### src/rtl/imem_fetch_ctrl.sv
// Instruction fetch controller: PC sequencing, a small fetch buffer, redirect flush.
// Optional misaligned-redirect trap when FETCH_ALIGN_CHK_EN is defined.
module imem_fetch_ctrl #(
    parameter int                   word_size = 32,
    parameter logic [word_size-1:0] RESET_PC  = '0,
    parameter int                   BUF_DEPTH = 2
) (
    input  logic                 clk,
    input  logic                 rst_n,
    output logic [word_size-1:0] imem_addr,
    input  logic [word_size-1:0] imem_rd_instr,
    input  logic                 redirect_valid,
    input  logic [word_size-1:0] redirect_pc,
    output logic                 instr_valid,
    input  logic                 instr_ready,
    output logic [word_size-1:0] instr_out,
    output logic [word_size-1:0] instr_pc,
    output logic                 fetch_trap
);
    localparam int PTR_W = $clog2(BUF_DEPTH);
    localparam int CNT_W = $clog2(BUF_DEPTH + 1);

    typedef logic [PTR_W-1:0] ptr_t;
    typedef logic [CNT_W-1:0] cnt_t;
    localparam cnt_t DEPTH_C = cnt_t'(BUF_DEPTH);

    typedef struct packed {
        logic [word_size-1:0] instr;
        logic [word_size-1:0] pc;
    } entry_t;

`ifdef FETCH_ALIGN_CHK_EN
    typedef enum logic [1:0] {IDLE, FETCH, TRAP} state_t;
`else
    typedef enum logic {IDLE, FETCH} state_t;
`endif

    state_t               state_q, state_d;
    logic [word_size-1:0] pc_q, pc_d;
    cnt_t                 cnt_q, cnt_d;
    ptr_t                 rd_ptr_q, rd_ptr_d;
    ptr_t                 wr_ptr_q, wr_ptr_d;
    entry_t               fifo_q [BUF_DEPTH];
    logic                 push, pop;
    logic [word_size-1:0] tgt_pc;

`ifdef FETCH_ALIGN_CHK_EN
    logic misaligned;
    assign misaligned = (redirect_pc[1:0] != 2'b00);
    assign tgt_pc     = redirect_pc;
    assign fetch_trap = (state_q == TRAP);
`else
    assign tgt_pc     = redirect_pc & ~word_size'(3);
    assign fetch_trap = 1'b0;
`endif

    assign imem_addr   = pc_q;
    assign instr_valid = (cnt_q != '0);
    assign instr_out   = fifo_q[rd_ptr_q].instr;
    assign instr_pc    = fifo_q[rd_ptr_q].pc;

    always_comb begin
        state_d  = state_q;
        pc_d     = pc_q;
        cnt_d    = cnt_q;
        rd_ptr_d = rd_ptr_q;
        wr_ptr_d = wr_ptr_q;
        push     = 1'b0;
        pop      = 1'b0;
        case (state_q)
            IDLE: state_d = FETCH;
            FETCH: begin
                if (redirect_valid) begin
                    cnt_d    = '0;
                    rd_ptr_d = '0;
                    wr_ptr_d = '0;
`ifdef FETCH_ALIGN_CHK_EN
                    if (misaligned) state_d = TRAP;
                    else            pc_d    = tgt_pc;
`else
                    pc_d = tgt_pc;
`endif
                end else begin
                    pop  = instr_valid && instr_ready;
                    push = (cnt_q != DEPTH_C) || pop;
                end
            end
`ifdef FETCH_ALIGN_CHK_EN
            TRAP: begin
                // Buffer is already empty here; only an aligned target releases the trap.
                if (redirect_valid && !misaligned) begin
                    pc_d     = tgt_pc;
                    cnt_d    = '0;
                    rd_ptr_d = '0;
                    wr_ptr_d = '0;
                    state_d  = FETCH;
                end
            end
`endif
            default: state_d = IDLE;
        endcase

        if (push) begin
            pc_d     = pc_q + word_size'(4);
            wr_ptr_d = wr_ptr_q + ptr_t'(1);
        end
        if (pop) rd_ptr_d = rd_ptr_q + ptr_t'(1);
        if (push && !pop)      cnt_d = cnt_q + cnt_t'(1);
        else if (pop && !push) cnt_d = cnt_q - cnt_t'(1);
    end

    always_ff @(posedge clk or negedge rst_n) begin
        if (!rst_n) begin
            state_q  <= IDLE;
            pc_q     <= RESET_PC;
            cnt_q    <= '0;
            rd_ptr_q <= '0;
            wr_ptr_q <= '0;
        end else begin
            state_q  <= state_d;
            pc_q     <= pc_d;
            cnt_q    <= cnt_d;
            rd_ptr_q <= rd_ptr_d;
            wr_ptr_q <= wr_ptr_d;
        end
    end

    // Payload storage carries no reset; validity is tracked by cnt_q alone.
    always_ff @(posedge clk) begin
        if (push) fifo_q[wr_ptr_q] <= '{instr: imem_rd_instr, pc: pc_q};
    end
endmodule

### config.mk
export PLATFORM = sky130hd
export DESIGN_NAME = imem_fetch_ctrl
export DESIGN_NICKNAME = d
export VERILOG_FILES = /design/src/rtl/imem_fetch_ctrl.sv
export SDC_FILE = /design/constraint.sdc
export NUM_CORES = 1
export LEC_CHECK = 0
export ABC_CLOCK_PERIOD_IN_PS = 5700
export CORE_AREA = 10 10 128 130
export CTS_CLUSTER_DIAMETER = 200
export DETAILED_ROUTE_END_ITERATION = 16
export DIE_AREA = 0 0 138 140
export HOLD_SLACK_MARGIN = 0.02
export PLACE_DENSITY = 0.89
export SYNTH_ARGS = -nofsm -noshare
export SYNTH_HDL_FRONTEND = slang
export SYNTH_SLANG_ARGS = --single-unit
### constraint.sdc
create_clock -name clk -period 5.7 [get_ports clk]
set_clock_uncertainty 0.15 [all_clocks]
set_input_delay 1.71 -clock clk [delete_from_list [all_inputs] [get_ports clk]]
set_output_delay 1.71 -clock clk [all_outputs]
set_load 0.05 [all_outputs]
# Word-level counts from Yosys, hierarchy flattened
# Memories as Yosys holds them, arrays and structs flattened.
# Cells that the tools add are included.
# op_classes
addsub	5
n_eq_ne	1
n_bitwise	0
multipliers	0
muxes	17
shift	0
div	0
reduce_logical	16
magnitude_cmp	0
# op_table
cell	n
2-to-1 mux 32 bit	3
adder 32 x 3 -> 32 bit, second input constant	1
2-to-1 mux 1 bit	10
nonzero test 2 bit	5
2-to-1 mux 2 bit	4
AND reduction 2 bit	3
nonzero test 3 bit	2
logical AND 1 bit	3
adder 1 bit, second input constant	2
adder 2 x 1 -> 2 bit, second input constant	1
logical NOT 1 bit	2
!= test 2 bit, second input constant	1
subtractor 2 x 1 -> 2 bit, second input constant	1
logical OR 1 bit	1
# totals
register_bits	37
mem_bits_ro	0
out_inout_bits	98
ramBits	128
n_memories	1
latchBits	0
# mem_list
name	depth	word_bits	read_ports	rd_clocked_by_memory_dff	write_ports	line	text
fifo_q	2	64	1	0	1	43	entry_t fifo_q [BUF_DEPTH];

# Depth between registers and ports, before layout
# Gate-level depths: netlist of the first run.
# logic_depth
ltp_word	9
ltp_mapped	9

# Least setup slack after synthesis of the first run
# Ideal clock, no wire load.
# synth_timing
path_type	in2reg
from	input instr_ready
to	memory fifo_q[0][10] (netlist bit) (enable)
stages	5
required_ns	5.066
path_slack_ns	-0.035
arrival_ns	5.101
path_buffers	2
path_cell_list	nand2b_1 > a211o_1 > buf_2 > clkbuf_1 > nor2_1
# synth_between
elab_chain_len	6
# synth_rtl
element	line	text
start: declaration	15	input logic instr_ready,
logical AND 1 bit	84	pop = instr_valid && instr_ready;
logical OR 1 bit	85	push = (cnt_q != DEPTH_C) || pop;
2-to-1 mux 1 bit	73	if (redirect_valid) begin
2-to-1 mux 1 bit	70	case (state_q)
2-to-1 mux 1 bit	130	if (push) fifo_q[wr_ptr_q] <= '{instr: imem_rd_instr, pc: pc_q};
2-to-1 mux 1 bit (not written as such)	130	
end: declaration	43	
# Every way passes these cells.

# Worst setup path in the final report of the first run
# layout_timing
from	register rd_ptr_q
to	output instr_pc[15]
# layout_between
elab_chain_len	1
# layout_rtl
element	line	text
start: declaration	41	ptr_t rd_ptr_q, rd_ptr_d;
start signal: assignment	123	rd_ptr_q <= rd_ptr_d;
memory read (2 x 64 bit)	n/a	
end: declaration	17	output logic [word_size-1:0] instr_pc,
# Every way passes these cells.

==> flow_metrics.py, run 1 <==
metrics = {
    "die": {
        "die_area_mm2": 0.0193,
        "die_height_um": 140,
        "floorplan.initialDensity_pct": 48.3,
        "floorplan.io_pins": 166,
        "rows": 43,
        "chipWidth_um": 138,
        "core_region_area_mm2": 0.0138,
    },
    "min_path": {
        "hold_class": "flip-flop to flip-flop",
    },
    "cells_and_area": {
        "mostFrequentLayoutCell": "sky130_fd_sc_hd__clkdlybuf4s50_1",
        "final_cells": 802,
        "syn2layout_area_growth_pct": 34.5,
        "layout.filler_cells": 1030,
        "multi_input_area_mm2": 0.00193,
        "most-common-layout-cells": "sky130_fd_sc_hd__clkdlybuf4s50_1 (157), sky130_fd_sc_hd__edfxtp_1 (124), sky130_fd_sc_hd__mux2_2 (63)",
        "n_antenna_cell": 0,
        "design.final.nets": 683,
        "seq_area_mm2": 0.00460,
        "fin_area_mm2": 0.00896,
        "fraction_of_final_layout_cells_sized_beyond_drive_strength_1_pct": 17.7,
    },
    "sta": {
        "fin_crit_ps": 4610,
        "fin_crit_sh_pct": 81.0,
        "max_freq_mhz": 217,
        "maxSlewViolCount": 0,
        "setup_repair_after_global_routing_missed_its_margin": "no",
        "timing.final.setup_violations": 0,
        "max_slew.worst_pin.slew_ps": 1020,
        "timing.final.hold_violations": 0,
        "worst_slew_margin_rel_pct": 32.2,
        "fin_tns_setup_ps": 0,
    },
    "pwr": {
        "seq_power_share_pct": 37.0,
        "p_sw_mw": 1.73,
        "power_density_normalized_to_cell_area_mw_per_mm2": 491,
        "power.combinational.fraction_pct": 40.1,
        "p_sw_share_pct": 39.3,
        "p_total_mw": 4.39,
        "proportion_of_power_drawn_by_the_clock_network_pct": 22.8,
        "cell_internal_pwr_mw": 2.67,
        "leakage_nw": 3.11,
        "vdd_ir_max_mv": 0.285,
    },
    "clock_tree": {
        "clock_tree_from_tritoncts": "yes",
        "buffer_cell_driving_the_clock_tree_root": "sky130_fd_sc_hd__clkbuf_16",
        "cts_setup_buffers": 0,
        "ctsResizeCount": 0,
        "cts-root-to-sink-buffers": 2,
        "clk_pin_slew_ps": 60,
        "clk-insertion-delay-late_ps": 420,
        "cts-hold-fix-buffers": 0,
        "htree_num_levels": 4,
        "cts.sink_count": 159,
        "cts_made_buffers": 17,
    },
    "yosys": {
        "synthArstFlopShare_pct": 22.0,
        "netlist_top_cells_area": "sky130_fd_sc_hd__edfxtp_1 (56%), sky130_fd_sc_hd__dfrtp_1 (13%), sky130_fd_sc_hd__mux2_2 (11%)",
        "cells_after_synthesis": 450,
        "synth.cell_area_mm2": 0.00666,
        "synth-edff-count": 124,
        "synth_flop_cell": "sky130_fd_sc_hd__edfxtp_1",
        "ys_seq_elements": 159,
        "postSynthAreaPerCell_um2": 14.8,
        "synth_area_leader_cell": "sky130_fd_sc_hd__edfxtp_1",
        "ys_seq_area_share_pct": 69.1,
        "yosys_warnings": 0,
        "ys_types": 48,
        "synthDominantCellAreaShare_pct": 55.9,
    },
    "critical_path": {
        "timing_worst_setup_path_type": "flip-flop to output port",
        "worstPathRequired_ps": 3840,
        "critical_path.max_fanout": 33,
        "worstSetupStartpoint": "rd_ptr_q$_DFFE_PN0P_",
        "worst_r2r_path_depth": 6,
        "rr_startpoint": "cnt_q[1]$_DFFE_PN0P_",
        "critPathArrivalTime_ps": 2750,
        "setup.worst_path.start_class": "flip-flop",
        "end_kind": "output port",
        "regToRegSetupSlack_ps": 2800,
        "critPathCapture": "instr_pc[15]",
        "worstReg2RegEnd": "fifo_q[0][7]$_DFFE_PP_",
    },
    "route": {
        "avgRoutedWirePerCell_um": 20.9,
        "drt_drc_violations_left": 0,
        "number_of_vias_after_detailed_routing": 4600,
        "met1_layer_wirelength_in_the_final_routing_um": 6620,
        "firstDrtPassIters": 5,
        "wl_met2_um": 8320,
        "route.detailed.vias_per_inst": 5.74,
        "highest_layer": "met4",
        "detail_route.iter0.violations": 537,
        "detailroute.wirelength.met3_um": 1470,
        "detail-route-antenna-nets": 0,
        "wl_um": 16800,
    },
    "global_routing": {
        "antenna_found_initial": 0,
        "grtUsageTotal_pct": 16.9,
        "globalRouteOverflowTotal": 0,
        "grt_max_degree": 60,
        "grt_pass1_wl_um": 26000,
        "first_global_vias": 4620,
    },
    "placed_design": {
        "io_buffer_count": 158,
        "placedCellCount": 773,
        "gpl.final_weighted_congestion": 0.849,
        "placed_cell_area_mm2": 0.00845,
        "dp_hpwl_um": 11500,
    },
    "status": {
        "outcome": "completed",
    },
    "run": {
        "maxCapViolCount": 0,
    },
}
final cells by class:
class	instances	share of cell area, %
clock buffer	20	4.87
tap	180	2.51
timing repair buffer	165	18.5
multi-input combinational	260	21.6
inverter	9	0.377
clock inverter	9	0.810
sequential	159	51.4
critical path, stage by stage, from the launching register on:
cell and delay (ps):
sky130_fd_sc_hd__dfrtp_2 910, sky130_fd_sc_hd__buf_12 300, sky130_fd_sc_hd__mux2_2 360, sky130_fd_sc_hd__clkdlybuf4s50_1 740
metrics by stage:
| stage | setup WS (ps) | hold WS, ps | util [%] |
|---|---|---|---|
| global route | 984 | 418 | 65.0 |
| finish | 1090 | 385 | 65.0 |
| CTS | 1050 | 388 | 65.0 |
| detailed placement | 1430 | 363 | 61.3 |
| global placement | 1510 | 368 | 61.3 |
| floorplan | 1020 | 334 | - |
cell usage after synthesis, types with 6 or more instances:
cell                       number
sky130_fd_sc_hd__a22oi_1        6
sky130_fd_sc_hd__nor3_1         8
sky130_fd_sc_hd__nand4_1       11
sky130_fd_sc_hd__edfxtp_1     124
sky130_fd_sc_hd__o22ai_1        8
sky130_fd_sc_hd__nand3_1       15
sky130_fd_sc_hd__a31oi_1        7
sky130_fd_sc_hd__mux2_2        63
sky130_fd_sc_hd__inv_1          9
sky130_fd_sc_hd__dfrtp_1       35
sky130_fd_sc_hd__clkbuf_1      16
sky130_fd_sc_hd__nand2_1       21
sky130_fd_sc_hd__nor2_1        16
sky130_fd_sc_hd__a21oi_1       21
sky130_fd_sc_hd__o21ai_0       20
routing by layer:
metal / GRT usage (%) / vias to the layer above
li1: - / 2058
met1: 20.2 / 2229
met2: 28.1 / 283
met3: 4.94 / 30
met4: 6.60 / 0
met5: 0 / -
logic make-up after synthesis:
logic type                 synth area share, %
and+or+nand+nor                           7.16
buffers and inverters                     2.35
DFF                                       69.1
xor gates and xnor gates                 0.658
AOI/OAI and AO/OA                         9.28
other                                    0.113
adders and majority gates                0.564
muxes                                     10.8
power by group through the flow:
stage / Sequential (mW) / Clock (mW) / Combinational (mW)
floorplan: 1.75 / 0 / 1.04
global placement: 1.63 / 0 / 1.73
detailed placement: 1.65 / 0 / 1.77
CTS: 1.62 / 1.02 / 1.78
global route: 1.65 / 1.07 / 1.84
finish: 1.63 / 1.00 / 1.76
how the worst min path moves through the flow:
stage | endpoint | start | cells after the start | slack (ps)
floorplan | wr_ptr_q$_DFFE_PN0P_ | wr_ptr_q$_DFFE_PN0P_ | 1 | 330
global placement | fifo_q[1][31]$_DFFE_PP_ | imem_addr[31]$_DFFE_PN0P_ | 0 | 370
detailed placement | fifo_q[0][31]$_DFFE_PP_ | imem_addr[31]$_DFFE_PN0P_ | 0 | 360
CTS | fifo_q[0][31]$_DFFE_PP_ | imem_addr[31]$_DFFE_PN0P_ | 0 | 390
global route | fifo_q[0][31]$_DFFE_PP_ | imem_addr[31]$_DFFE_PN0P_ | 0 | 420
finish | fifo_q[0][31]$_DFFE_PP_ | imem_addr[31]$_DFFE_PN0P_ | 0 | 390
sequential cells by signal, indices dropped and copies added, names as in the netlist:
| register | flops |
|---|---|
| cnt_q | 2 |
| fifo_q | 124 |
| imem_addr | 30 |
| rd_ptr_q | 1 |
| state_q | 1 |
| wr_ptr_q | 1 |
(Power assumes the default switching activity.)
==> run 2, diff against run 1 <==
==> config.mk (replaced) <==
export PLATFORM = sky130hd
export DESIGN_NAME = imem_fetch_ctrl
export DESIGN_NICKNAME = d
export VERILOG_FILES = /design/src/rtl/imem_fetch_ctrl.sv
export SDC_FILE = /design/constraint.sdc
export NUM_CORES = 1
export LEC_CHECK = 0
export ABC_CLOCK_PERIOD_IN_PS = 4200
export CORE_AREA = 10 10 133 135
export CTS_CLUSTER_DIAMETER = 200
export DETAILED_ROUTE_END_ITERATION = 16
export DIE_AREA = 0 0 143 145
export HOLD_SLACK_MARGIN = 0.02
export PLACE_DENSITY = 0.86
export SYNTH_ARGS = -nofsm -noshare
export SYNTH_HDL_FRONTEND = slang
export SYNTH_SLANG_ARGS = --single-unit
==> constraint.sdc (replaced) <==
create_clock -name clk -period 4.2 [get_ports clk]
set_clock_uncertainty 0.15 [all_clocks]
set_input_delay 1.26 -clock clk [delete_from_list [all_inputs] [get_ports clk]]
set_output_delay 1.26 -clock clk [all_outputs]
set_load 0.05 [all_outputs]
==> run 2 against run 1 <==
Register-to-register slack lost 1100 ps; flip-flop and latch count is the same; die area grew 7.3%; final cell count grew 1.6%; total power grew 39%; non-clock buffer count grew 2; wire length grew 0.95%.
==> flow_metrics.py, run 2 (synthesis results as in run 1) <==
metrics = {
    "clock_tree": {
        "cts.sink_count": 159,
        "cts_setup_buffers": 0,
        "cts-hold-fix-buffers": 0,
        "cts_made_buffers": 17,
        "clock_tree_from_tritoncts": "yes",
        "buffer_cell_driving_the_clock_tree_root": "sky130_fd_sc_hd__clkbuf_16",
        "clk_pin_slew_ps": 60,
        "htree_num_levels": 4,
        "clk-insertion-delay-late_ps": 420,
        "cts-root-to-sink-buffers": 2,
        "ctsResizeCount": 0,
    },
    "cells_and_area": {
        "syn2layout_area_growth_pct": 36.2,
        "final_cells": 815,
        "fraction_of_final_layout_cells_sized_beyond_drive_strength_1_pct": 18.3,
        "max_flop_register": "fifo_q",
        "mostFrequentLayoutCell": "sky130_fd_sc_hd__clkdlybuf4s50_1",
        "most-common-layout-cells": "sky130_fd_sc_hd__clkdlybuf4s50_1 (157), sky130_fd_sc_hd__edfxtp_1 (124), sky130_fd_sc_hd__mux2_2 (63)",
        "design.final.nets": 685,
        "n_antenna_cell": 0,
        "post-route-util_pct": 60.3,
        "largest_register_ffs": 124,
    },
    "critical_path": {
        "timing_worst_setup_path_type": "flip-flop to output port",
        "critical_path.max_fanout": 25,
        "end_kind": "output port",
        "worstPathRequired_ps": 2790,
        "worst_r2r_path_depth": 6,
        "setup.worst_path.start_class": "flip-flop",
        "critPathArrivalTime_ps": 2500,
    },
    "sta": {
        "fin_crit_ps": 3910,
        "timing.final.setup_violations": 0,
        "worst_slew_margin_rel_pct": 42.0,
        "fin_crit_sh_pct": 93.2,
        "max_slew.worst_pin.slew_ps": 871,
        "timing.final.hold_violations": 0,
        "maxSlewViolCount": 0,
        "setup_repair_after_global_routing_missed_its_margin": "no",
        "final.setup.worst_slack_ps": 285,
        "fin_tns_setup_ps": 0,
        "final.hold.worst_slack_ps": 391,
        "max_freq_mhz": 255,
    },
    "route": {
        "drt_drc_violations_left": 0,
        "avgRoutedWirePerCell_um": 20.8,
        "number_of_vias_after_detailed_routing": 4518,
        "route.detailed.vias_per_inst": 5.54,
        "wl_um": 16900,
        "detail-route-antenna-nets": 0,
        "detail_route.iter0.violations": 449,
        "firstDrtPassIters": 5,
    },
    "placed_design": {
        "io_buffer_count": 158,
        "placedCellCount": 783,
        "place_worst_setup_slack_ps": 682,
        "dp_hpwl_um": 11700,
        "gpl.final_weighted_congestion": 0.820,
    },
    "pwr": {
        "vdd_ir_max_mv": 0.447,
        "power_density_normalized_to_cell_area_mw_per_mm2": 672,
        "leakage_nw": 3.15,
    },
    "min_path": {
        "holdPathStages": 0,
        "hold_class": "flip-flop to flip-flop",
    },
    "global_routing": {
        "first_global_vias": 4773,
        "grtUsageTotal_pct": 16.6,
        "antenna_found_initial": 0,
        "globalRouteOverflowTotal": 0,
        "grt_pass1_wl_um": 27000,
        "grt_max_degree": 63,
    },
    "die": {
        "core_region_area_mm2": 0.0150,
        "rows": 45,
        "floorplan.initialDensity_pct": 44.3,
        "chipWidth_um": 143,
        "die_area_mm2": 0.0207,
        "floorplan.io_pins": 166,
        "die_height_um": 145,
    },
    "status": {
        "outcome": "completed",
    },
    "run": {
        "maxCapViolCount": 0,
    },
}
## run 2: changes by cell type in the layout (fill, tap and decap cells not counted), sizes merged
cell,before,now
buf,8,10
clkbuf,20,22
clkinvlp,2,3
clkinv,6,5
bufinv,1,2
## run 2: path summary, 6_finish.rpt
kind	from	to	slack (ps)
max in group asynchronous	rst_n	rd_ptr_q$_DFFE_PN0P_	2540
min	imem_addr[31]$_DFFE_PN0P_	fifo_q[1][31]$_DFFE_PP_	390
max	rd_ptr_q$_DFFE_PN0P_	instr_out[12]	290
min reg2reg	imem_addr[31]$_DFFE_PN0P_	fifo_q[1][31]$_DFFE_PP_	390
max reg2reg	cnt_q[0]$_DFFE_PN0P_	fifo_q[1][23]$_DFFE_PP_	1700
min in group asynchronous	rst_n	imem_addr[24]$_DFFE_PN0P_	790
## run 2: per-layer routing
layer / GRT usage, % / vias to the layer above / part of all wire (%)
li1: - / 2058 / -
met1: 19.9 / 2232 / 40
met2: 27.0 / 197 / 50
met3: 4.99 / 31 / 7.7
met4: 6.66 / 0 / 2.5
met5: 0 / - / 0
## run 2: report_power, final
part           internal, mW  switching (mW)
Clock                 0.888           0.583
Sequential             1.96           0.232
Combinational         0.883            1.55
Total                  3.73            2.36
## run 2: layout make-up
class	instances	area, um^2
fillers	1113	5970
multi-input cells	260	1930
repair buffers	167	1690
inverters	9	33.8
clock buffers	22	454
clock inverters	10	114
well taps	188	235
flip-flops and latches	159	4600
## run 2: through the flow
| step | power (mW) | instance area (um^2) |
|---|---|---|
| 2_1_floorplan | 3.78 | 6680 |
| 3_3_place_gp | 4.59 | 8500 |
| 5_1_grt | 6.34 | 9070 |
| 3_5_place_dp | 4.66 | 8500 |
| 4_1_cts | 6.14 | 9070 |
| 6_report | 6.09 | 9070 |
## run 2: critical path, cell delays in order (launching register included)
cell and delay (ps):
sky130_fd_sc_hd__dfrtp_2 710, sky130_fd_sc_hd__buf_12 260, sky130_fd_sc_hd__mux2_2 360, sky130_fd_sc_hd__clkdlybuf4s50_1 720
==> variant 1 (flow settings as in run 2) <==
`BUF_DEPTH`: 2 -> 8.
--- a/src/rtl/imem_fetch_ctrl.sv
+++ b/src/rtl/imem_fetch_ctrl.sv
@@ -4,5 +4,5 @@
     parameter int                   word_size = 32,
     parameter logic [word_size-1:0] RESET_PC  = '0,
-    parameter int                   BUF_DEPTH = 2
+    parameter int                   BUF_DEPTH = 8
 ) (
     input  logic                 clk,
Function: changed (a bounded check fails within 10 cycles, from zero or initial values and one cycle with rst_n low).
==> variant 1 against run 2 <==
Synthesized area grew to 3.2 times the old value; the run now fails in 3_1_place_gp_skip_io.
==> variant 1: results <==
group,metric,value,unit
run_status,haltStage,"3_1_place_gp_skip_io",
synth,yosys_warnings,0,
synth,ys.flop_type,"edfxtp_1",
synth,synth_edf_count,496,
synth,ys_ff_latch,537,
synth,synth-seq-area-share,75.5,%
synth,ys_types,59,
synth,postSynthAreaPerCell,20.7,um^2
synth,netlist_top_cells_count,"496 x edfxtp_1, 124 x mux4_2, 63 x mux2_2",
run_status,tool.error,"[ERROR GPL-0301] Utilization 147.434 % exceeds 100%.",
synth,yosys-top-cells-area,"edfxtp_1 71%, mux4_2 13%, dfrtp_1 4.9%, mux2_2 3.4%, a21oi_1 0.76%",
run_status,status,"did not finish",
synth,async_flop_share,7.64,%
-- variant 1: cell families after synthesis --
| group | Yosys count | share of synthesized area, % |
|---|---|---|
| muxes | 188 | 16.7 |
| buffers and inverters | 66 | 1.35 |
| DFF | 537 | 75.5 |
| other | 2 | 0.0356 |
| and+or+nand+nor | 129 | 3.31 |
| AOI/OAI and AO/OA | 93 | 2.82 |
| adders and majority gates | 5 | 0.297 |
==> variant 2 (config.mk and constraints of run 2) <==
Made on the original files. Make the reset (`rst_n`) synchronous in one clocked block.
--- a/src/rtl/imem_fetch_ctrl.sv
+++ b/src/rtl/imem_fetch_ctrl.sv
@@ -110,5 +110,5 @@
     end
 
-    always_ff @(posedge clk or negedge rst_n) begin
+    always_ff @(posedge clk) begin
         if (!rst_n) begin
             state_q  <= IDLE;
Behaviour: differs if rst_n is asserted again (counterexample within 4 cycles, from zero or initial values and one cycle with rst_n low); with rst_n held inactive, the same outputs for 10 cycles.
==> variant 2 against run 2 <==
Synthesized area fell by 0.79%; setup slack improved by 0.28 ns; first-iteration DRC count fell by 26%; hold slack got worse by 0.013 ns; global-route usage fell by 0.50 points; final area fell by 1.2%; sequential share of layout area fell by 1.1 points; wire length barely moved; via count rose by 2.7%; sequential cell count rose by 1.
Power is not compared: it rests on default switching activity, and its combinational part moved more than twofold at a synthesized area within 25%.
==> variant 2: results <==
group,metric,value,unit
global_route,grt_pass1_wl,26300,um
global_route,grt_pass1_vias,4687,
run_status,status,"complete, no violations",
critical_path,path_max_fanout,62,
place,dp.final_hpwl,12000,um
clock_tree,cts-root-buf,"clkbuf_16",
synth,async_flop_share,0,%
global_route,grt_max_degree,63,
sta,tightest_slew,1.09,ns
clock_tree,cts.repair.resized,0,
synth,synth-seq-area-share,67.3,%
global_route,grtUsageTotal,16.1,%
global_route,antenna_found_initial,1,
final_layout,fillers,1139,
clock_tree,cts_setup_buffers,0,
synth,netlist_top_cells_count,"124 x edfxtp_1, 62 x mux2_2, 36 x dfxtp_1",
final_layout,syn2layout_area_growth,35.6,%
drt,vias,4638,
final_layout,layout-drive-gt1-share,16.6,%
drt,first_pass_iters,6,
critical_path,crit_arrival,2.22,ns
place,globalplace.congestion,0.841,
power,ir_worst_vdd,0.262,mV
synth,yosys-top-cells-area,"edfxtp_1 56%, dfxtp_1 11%, mux2_2 11%, a21oi_1 1.8%, nand2_1 1.5%",
final_layout,layout.nets,707,
synth,yosys_warnings,0,
drt,wl_per_cell,20.2,um
drt,first_iter_violations,331,
synth,ys_types,54,
[variant 2: path summary, 6_finish.rpt]
check | start | end | slack [ns] | cells after the start
worst max-delay path | flop | instr_pc[3] | 0.57 | 3
worst min-delay path | rd_ptr_q | flop | 0.38 | 2
worst max register to register | imem_addr[2] | imem_addr[30] | 1.55 | 6
worst min register to register | rd_ptr_q | flop | 0.38 | 2
[variant 2: layout make-up]
cell class	instances	area, um^2	area share, %
clock buffer	19	433	4.83
multi-input combinational	280	2030	22.7
tap	188	235	2.63
antenna	1	2.50	0.0279
inverter	9	33.8	0.377
timing repair buffer	168	1680	18.8
sequential	160	4450	49.6
clock inverter	13	96.3	1.08
[variant 2: metal layers]
layer  track usage, %  wire (um)  up-vias
met5                0          0        -
met4             4.70        237        0
met3             5.96       1590       17
met2             25.9       8370      231
met1             19.6       6740     2236
li1                 -          -     2154
[variant 2: logic make-up (layout without fill, tap and decap cells)]
logic type / Yosys count / after routing / synth area share, %
buffers and inverters: 35 / 209 / 2.39
flip-flops: 160 / 160 / 67.3
XOR/XNOR: 6 / 6 / 0.795
other: 1 / 6 / 0.0568
AO/OA/AOI/OAI: 95 / 95 / 9.32
AND/OR/NAND/NOR: 106 / 106 / 8.58
multiplexers: 65 / 65 / 11.0
adder cells (fa/ha/maj): 3 / 3 / 0.568
[variant 2: through the flow]
step / area, um^2 / std cells / total power, mW / setup slack (ns) / util (%)
after floorplan: 6620 / 475 / 2.15 / 0.136 / -
after global placement: 8430 / 805 / 2.35 / 0.804 / 56.1
after detailed placement: 8430 / 805 / 2.36 / 0.720 / 56.1
after CTS: 8960 / 837 / 3.73 / 0.563 / 59.6
after global routing: 8960 / 837 / 3.84 / 0.493 / 59.6
final: 8960 / 838 / 3.70 / 0.569 / 59.6
[variant 2: worst max-delay path: stages, from the launching register on]
cell             delay (ns)
dfxtp_2                0.34
buf_12                 0.31
mux2_2                 0.38
clkdlybuf4s50_1        0.73
[variant 2: where the power goes]
group          switching, mW  leakage [nW]  total [mW]  internal [mW]
Clock                  0.575         0.253        1.38          0.803
Sequential            0.0497          1.44        1.82           1.77
Combinational          0.311          1.26       0.506          0.195
Total                  0.936          2.95        3.70           2.77
